--- src/rtl/baudgen_pkg.sv ---
// rtl/baudgen_pkg.sv - shared defaults and increment calculator for the fractional baud generator
package baudgen_pkg;

  // Reset defaults for a 50 MHz system clock
  localparam int DEF_CLK_FREQ  = 50_000_000;
  localparam int DEF_BAUD      = 115_200;
  localparam int DEF_OVERSAMPLE = 4;
  localparam int DEF_ACC_WIDTH = 16;

  // Rounded increment so that f_clk * inc / 2^w approximates tick_hz.
  // Both operands are pre-scaled by 16 to keep the 64-bit product in range.
  function automatic longint unsigned calc_inc(input longint unsigned clk_hz,
                                               input longint unsigned tick_hz,
                                               input int unsigned     w);
    return ((tick_hz << (w - 4)) + (clk_hz >> 5)) / (clk_hz >> 4);
  endfunction

endpackage

--- src/rtl/baudgen_frac_if.sv ---
// rtl/baudgen_frac_if.sv - control and tick bundle of the fractional baud generator
interface baudgen_frac_if
  import baudgen_pkg::*;
#(
  parameter int ACC_WIDTH  = DEF_ACC_WIDTH,
  parameter int OVERSAMPLE = DEF_OVERSAMPLE
);
  localparam int PHASE_W = $clog2(OVERSAMPLE);

  logic                 en;
  logic                 resync;
  logic                 inc_wr;
  logic [ACC_WIDTH-1:0] inc_din;
  logic [ACC_WIDTH-1:0] inc_q;
  logic                 upd_pend;
  logic                 os_tick;
  logic                 bit_tick;
  logic [PHASE_W-1:0]   os_phase;

  modport master (
    output en, resync, inc_wr, inc_din,
    input  inc_q, upd_pend, os_tick, bit_tick, os_phase
  );

  modport slave (
    input  en, resync, inc_wr, inc_din,
    output inc_q, upd_pend, os_tick, bit_tick, os_phase
  );

endinterface

--- src/rtl/baudgen_phase.sv ---
// rtl/baudgen_phase.sv - oversample phase counter producing the bit-centre tick
module baudgen_phase #(
  parameter int OVERSAMPLE = 4,
  parameter int PHASE_W    = $clog2(OVERSAMPLE)
) (
  input  logic               clk,
  input  logic               rst,
  input  logic               os_tick,
  input  logic               resync,
  input  logic [PHASE_W-1:0] load,
  output logic [PHASE_W-1:0] phase,
  output logic               bit_tick
);

  localparam logic [PHASE_W-1:0] LAST = PHASE_W'(OVERSAMPLE - 1);

  assign bit_tick = os_tick & (phase == LAST);

  // Count oversample ticks within a bit; resync re-centres ahead of any pending tick
  always_ff @(posedge clk) begin
    if (rst) begin
      phase <= '0;
    end else if (resync) begin
      phase <= load;
    end else if (os_tick) begin
      phase <= (phase == LAST) ? '0 : phase + PHASE_W'(1);
    end
  end

endmodule

--- src/rtl/baudgen_frac.sv ---
// rtl/baudgen_frac.sv - fractional-N baud generator with runtime increment, enable and resync
module baudgen_frac
  import baudgen_pkg::*;
#(
  parameter int CLK_FREQ     = DEF_CLK_FREQ,
  parameter int BAUD         = DEF_BAUD,
  parameter int OVERSAMPLE   = DEF_OVERSAMPLE,
  parameter int ACC_WIDTH    = DEF_ACC_WIDTH,
  parameter int RESYNC_PHASE = OVERSAMPLE / 2,
  parameter logic [ACC_WIDTH-1:0] INC_DEFAULT =
    ACC_WIDTH'(calc_inc(64'(CLK_FREQ), 64'(BAUD * OVERSAMPLE), ACC_WIDTH))
) (
  input logic           clk,
  input logic           rst,
  baudgen_frac_if.slave bus
);

  localparam int PHASE_W = $clog2(OVERSAMPLE);

  // MSB holds the carry of the last add and is the registered os_tick
  logic [ACC_WIDTH:0]   acc;
  logic [ACC_WIDTH-1:0] inc_active;
  logic [ACC_WIDTH-1:0] inc_pend;
  logic                 upd_pend;
  logic [PHASE_W-1:0]   phase;
  logic                 bit_tick;
  logic                 apply;

  // A new increment is only swapped in at a bit boundary or while stopped
  assign apply = bit_tick | ~bus.en;

  assign bus.os_tick  = acc[ACC_WIDTH];
  assign bus.bit_tick = bit_tick;
  assign bus.os_phase = phase;
  assign bus.inc_q    = inc_active;
  assign bus.upd_pend = upd_pend;

  // Phase accumulator: fraction wraps freely, carry becomes the tick
  always_ff @(posedge clk) begin
    if (rst) begin
      acc <= '0;
    end else if (bus.resync) begin
      acc <= '0;
    end else if (bus.en) begin
      acc <= {1'b0, acc[ACC_WIDTH-1:0]} + {1'b0, inc_active};
    end else begin
      acc <= {1'b0, acc[ACC_WIDTH-1:0]};
    end
  end

  // Increment shadow register: writes park in inc_pend until the next apply point
  always_ff @(posedge clk) begin
    if (rst) begin
      inc_active <= INC_DEFAULT;
      inc_pend   <= '0;
      upd_pend   <= 1'b0;
    end else if (apply) begin
      if (bus.inc_wr) begin
        inc_active <= bus.inc_din;
      end else if (upd_pend) begin
        inc_active <= inc_pend;
      end
      upd_pend <= 1'b0;
    end else if (bus.inc_wr) begin
      inc_pend <= bus.inc_din;
      upd_pend <= 1'b1;
    end
  end

  baudgen_phase #(
    .OVERSAMPLE (OVERSAMPLE),
    .PHASE_W    (PHASE_W)
  ) u_phase (
    .clk      (clk),
    .rst      (rst),
    .os_tick  (acc[ACC_WIDTH]),
    .resync   (bus.resync),
    .load     (PHASE_W'(RESYNC_PHASE)),
    .phase    (phase),
    .bit_tick (bit_tick)
  );

endmodule
--- src/flat_wrapper.sv ---
// flat-port wrapper written by rule: the top's interface ports become plain ports
module baudgen_frac_flat import baudgen_pkg::*;
#(
  parameter int CLK_FREQ     = DEF_CLK_FREQ,
  parameter int BAUD         = DEF_BAUD,
  parameter int OVERSAMPLE   = DEF_OVERSAMPLE,
  parameter int ACC_WIDTH    = DEF_ACC_WIDTH,
  parameter int RESYNC_PHASE = OVERSAMPLE / 2,
  parameter logic [ACC_WIDTH-1:0] INC_DEFAULT =
    ACC_WIDTH'(calc_inc(64'(CLK_FREQ), 64'(BAUD * OVERSAMPLE), ACC_WIDTH))
)
  (clk, rst, bus_en, bus_resync, bus_inc_wr, bus_inc_din, bus_inc_q, bus_upd_pend, bus_os_tick, bus_bit_tick, bus_os_phase);
  baudgen_frac_if #(.ACC_WIDTH(ACC_WIDTH), .OVERSAMPLE(OVERSAMPLE)) bus_i ();
  input logic clk;
  input logic rst;
  input wire logic [$bits(bus_i.en)-1:0] bus_en;
  input wire logic [$bits(bus_i.resync)-1:0] bus_resync;
  input wire logic [$bits(bus_i.inc_wr)-1:0] bus_inc_wr;
  input wire logic [$bits(bus_i.inc_din)-1:0] bus_inc_din;
  output wire logic [$bits(bus_i.inc_q)-1:0] bus_inc_q;
  output wire logic [$bits(bus_i.upd_pend)-1:0] bus_upd_pend;
  output wire logic [$bits(bus_i.os_tick)-1:0] bus_os_tick;
  output wire logic [$bits(bus_i.bit_tick)-1:0] bus_bit_tick;
  output wire logic [$bits(bus_i.os_phase)-1:0] bus_os_phase;
  assign bus_i.en = bus_en;
  assign bus_i.resync = bus_resync;
  assign bus_i.inc_wr = bus_inc_wr;
  assign bus_i.inc_din = bus_inc_din;
  assign bus_inc_q = bus_i.inc_q;
  assign bus_upd_pend = bus_i.upd_pend;
  assign bus_os_tick = bus_i.os_tick;
  assign bus_bit_tick = bus_i.bit_tick;
  assign bus_os_phase = bus_i.os_phase;
  baudgen_frac #(.CLK_FREQ(CLK_FREQ), .BAUD(BAUD), .OVERSAMPLE(OVERSAMPLE), .ACC_WIDTH(ACC_WIDTH), .RESYNC_PHASE(RESYNC_PHASE), .INC_DEFAULT(INC_DEFAULT)) u_core (.clk(clk), .rst(rst), .bus(bus_i));
endmodule
--- config.mk ---
export PLATFORM = sky130hd
export DESIGN_NAME = baudgen_frac_flat
export DESIGN_NICKNAME = d
export VERILOG_FILES = /design/src/rtl/baudgen_pkg.sv /design/src/rtl/baudgen_frac_if.sv /design/src/rtl/baudgen_phase.sv /design/src/rtl/baudgen_frac.sv /design/src/flat_wrapper.sv
export SDC_FILE = /design/constraint.sdc
export NUM_CORES = 1
export LEC_CHECK = 0
export CORE_MARGIN = 10
export CORE_UTILIZATION = 58
export DETAILED_ROUTE_END_ITERATION = 10
export GPL_ROUTABILITY_DRIVEN = 1
export PLACE_DENSITY = 0.86
export SLEW_MARGIN = 20
export SYNTH_ARGS = -nofsm -noshare
export SYNTH_HDL_FRONTEND = slang
export SYNTH_HIERARCHICAL = 1
export SYNTH_SLANG_ARGS = --single-unit
--- constraint.sdc ---
create_clock -name clk -period 4 [get_ports clk]
set_input_delay 0.8 -clock clk [delete_from_list [all_inputs] [get_ports clk]]
set_output_delay 0.8 -clock clk [all_outputs]
set_load 0.01 [all_outputs]
==> metrics <==
status=complete, no violations; FF-to-FF Start=u_core/bus.inc_q[0]$_SDFFE_PP0P_; RSZ-0062 raised after global routing=no; share of cells above drive strength 1=under 10%; leading cell types in the layout, fill and taps excluded=dfxtp_1 (52), nand2_1 (47), clkdlybuf4s50_1 (41); Power Density=approximately 350 nW/µm²; Post-CTS Setup Inserts=0; vias in the first global route=~2400; Worst Setup End Kind=flop; Max Slew Vio Count=0; Min-Delay Path Depth=2; drt pass-1 iters=4; Async SR Flop Fraction=0%; largest net degree at the start of global routing=38; CTS hold repair buffers=0; Sum Neg Setup Slack=0 ps; H-tree Lvls=2; critical path arrival=2680 ps; global route total overflow=0; ANT cells=0; WP depth=5; IO Port Bufs=a little over 40; GRT Total Usage=17.1%; most common cell after layout, fill and taps aside=dfxtp_1; CORE AREA=approximately 4700 µm²; FMAX=roughly 410 MHz; Syn Std Cell Area=approximately 2800 µm²; Final Hold Viols=0; Ports=42; R2R cell count=7; HP Class=flop to flop; Clock Sinks=52; normalized max-slew margin=a little under three fifths; TritonCTS Buffers=5; CTS clk-pin slew, worst paths=approximately 90 ps; Post-synth EDFFs=0; Syn Nets=363; CTS max path bufs=2; CP required=between 4000 and 5000 ps; final net count=~400; CTS resizes=0; synth unique cells=about 50; crit path max fanout=16; cell-internal power=about 860 µW; Area Overhead vs Synth=20.2%; min cycle time layout=2450 ps; crit path from=bus_en; final hold slack=456 ps; leakage power=between 1 and 1.5 nW; type of the worst setup path=input pin to flop; share of total power in sequential cells=slightly below 50%; Psw=~320 µW; DR DRC count=0; count of buffer and inverter cells on the critical path=1; synth warn=6; fillers=approximately 370; CTS tree=built; Mapped Cells=324; via count=2492; Setup Skew=between 9 and 10 ps; Critical Path Start Type=input pin; Die H=approximately 90 µm; final period utilization=61.3%; Switching Fraction=around 27%; Synth Area per Inst=8.69 µm²; number of synthesized register bits=52; Total Routed Length=6490 µm; WL/cell=15.2 µm; Final Util=a little under three quarters; fin worst setup slack=around 1500 ps; cells along the critical path=clkdlybuf4s50_1 -> nor2b_1 -> and2_1 -> nand2_1 -> a21oi_1; Skew-Pair Late Insertion Delay=300 ps; hold_sp=u_core/inc_pend[12]$_SDFFE_PP0P_; vias per std cell=approximately 5.8; Final setup viols=0; Least-Margin Pin Slew=approximately 650 ps; DPL Wire Length=around 4700 µm; Die X=about 90 µm; Initial Util=between 50 and 60%; delay-heaviest family, CP=simple AND/OR/NAND/NOR gates; Placer Congestion=around 0.95; Clock Tree Root=clkbuf_8; first-pass GRT wire length=between 10000 and 15000 µm; Primary FF master, synth=dfxtp_1; die area=about 8000 µm²; Iteration-0 DRC Markers=between 200 and 250; Gate power share=approximately a fifth; maxcap violations=0; slowest CP cell=clkdlybuf4s50_1; clock share of power=32.2%; Rows=25; slowest cell delay on critical path=around 800 ps; post-route ant nets=0; maximum VDD drop=about 0.00026 V; DP Worst Slack=about 1200 ps; Seq/Total Area, Yosys=between 30% and 40%; initial antenna violation count=0
==> cell usage after synthesis, types with 3 or more instances <==
library cell   n  area [µm²]
a211oi_1      17         128
and3_1         3        18.8
dfxtp_1       52        1040
nor2_1        29         109
ha_1          17         213
o21ai_1        3        15.0
mux2i_1       21         210
xnor2_1        3        26.3
clkbuf_1       9        33.8
and2_1         3        18.8
o21a_1         6        45.0
buf_2          7        35.0
o21ai_0        8        40.0
inv_1          3        11.3
a21o_1         6        45.0
a32o_1         4        40.0
o211ai_1       3        22.5
nand2_1       47         176
a211o_1        5        43.8
nor2b_1        5        31.3
nand3_1        5        25.0
a21oi_1       25         125
==> stage by stage <==
step	cells	area (µm²)	power (mW)
after floorplan	324	2820	0.725
after global placement	419	3260	0.802
after detailed placement	419	3260	0.809
after CTS	427	3390	1.19
after global routing	427	3390	1.24
final	427	3390	1.18
==> final cells by class <==
cell class | instances | area, µm² | share of cell area (%)
multi-input combinational | 253 | 1700 | 50.1
clock inverter | 2 | 38.8 | 1.15
inverter | 3 | 11.3 | 0.333
clock buffer | 6 | 82.6 | 2.44
timing repair buffer | 44 | 433 | 12.8
tap | 67 | 83.8 | 2.48
sequential | 52 | 1040 | 30.7
==> registers in the layout, indices dropped and copies added, names as in the netlist <==
name,count
u_core/u_phase/phase,2
u_core/bus.inc_q,16
u_core/inc_pend,16
u_core/bus.upd_pend,1
u_core/acc,17
==> layer usage <==
layer	share of wire (%)	up-vias	track usage, %
met5	0	-	0
met4	0.52	0	3.90
met3	4.3	4	3.97
met2	46	66	28.7
met1	49	1172	21.8
li1	-	1250	-
==> cell families (layout without fill, tap and decap cells) <==
| kind of cell | Yosys count | count (layout) | synth area share (%) |
|---|---|---|---|
| AO/OA/AOI/OAI | 96 | 96 | 24.1 |
| XOR/XNOR | 5 | 5 | 1.56 |
| adder cells (fa/ha/maj) | 18 | 18 | 8.26 |
| buffers and inverters | 19 | 55 | 2.84 |
| flip-flops | 52 | 52 | 37.0 |
| multiplexers | 21 | 21 | 7.46 |
| other | 2 | 2 | 0.267 |
| AND/OR/NAND/NOR | 111 | 111 | 18.5 |
==> worst paths after layout <==
kind / slack, ps / end
min: 460 / u_core/inc_pend[12]$_SDFFE_PP0P_
max: 1550 / u_core/inc_pend[0]$_SDFFE_PP0P_
max reg2reg: 1700 / u_core/acc[16]$_SDFF_PP0_
min reg2reg: 460 / u_core/inc_pend[12]$_SDFFE_PP0P_
==> tightest hold or removal path: cells and delay by family (launching register included) <==
family,cells,cell delay [ps]
flops,1,320
simple gates,1,50
compound gates,1,50
==> power groups by stage <==
stage / logic (mW) / clock network [mW] / registers [mW]
floorplan: 0.144 / 0 / 0.580
global placement: 0.223 / 0 / 0.579
detailed placement: 0.229 / 0 / 0.580
CTS: 0.231 / 0.389 / 0.568
global route: 0.258 / 0.410 / 0.572
finish: 0.232 / 0.380 / 0.568
Note: power is estimated with default switching activity, not from simulation.
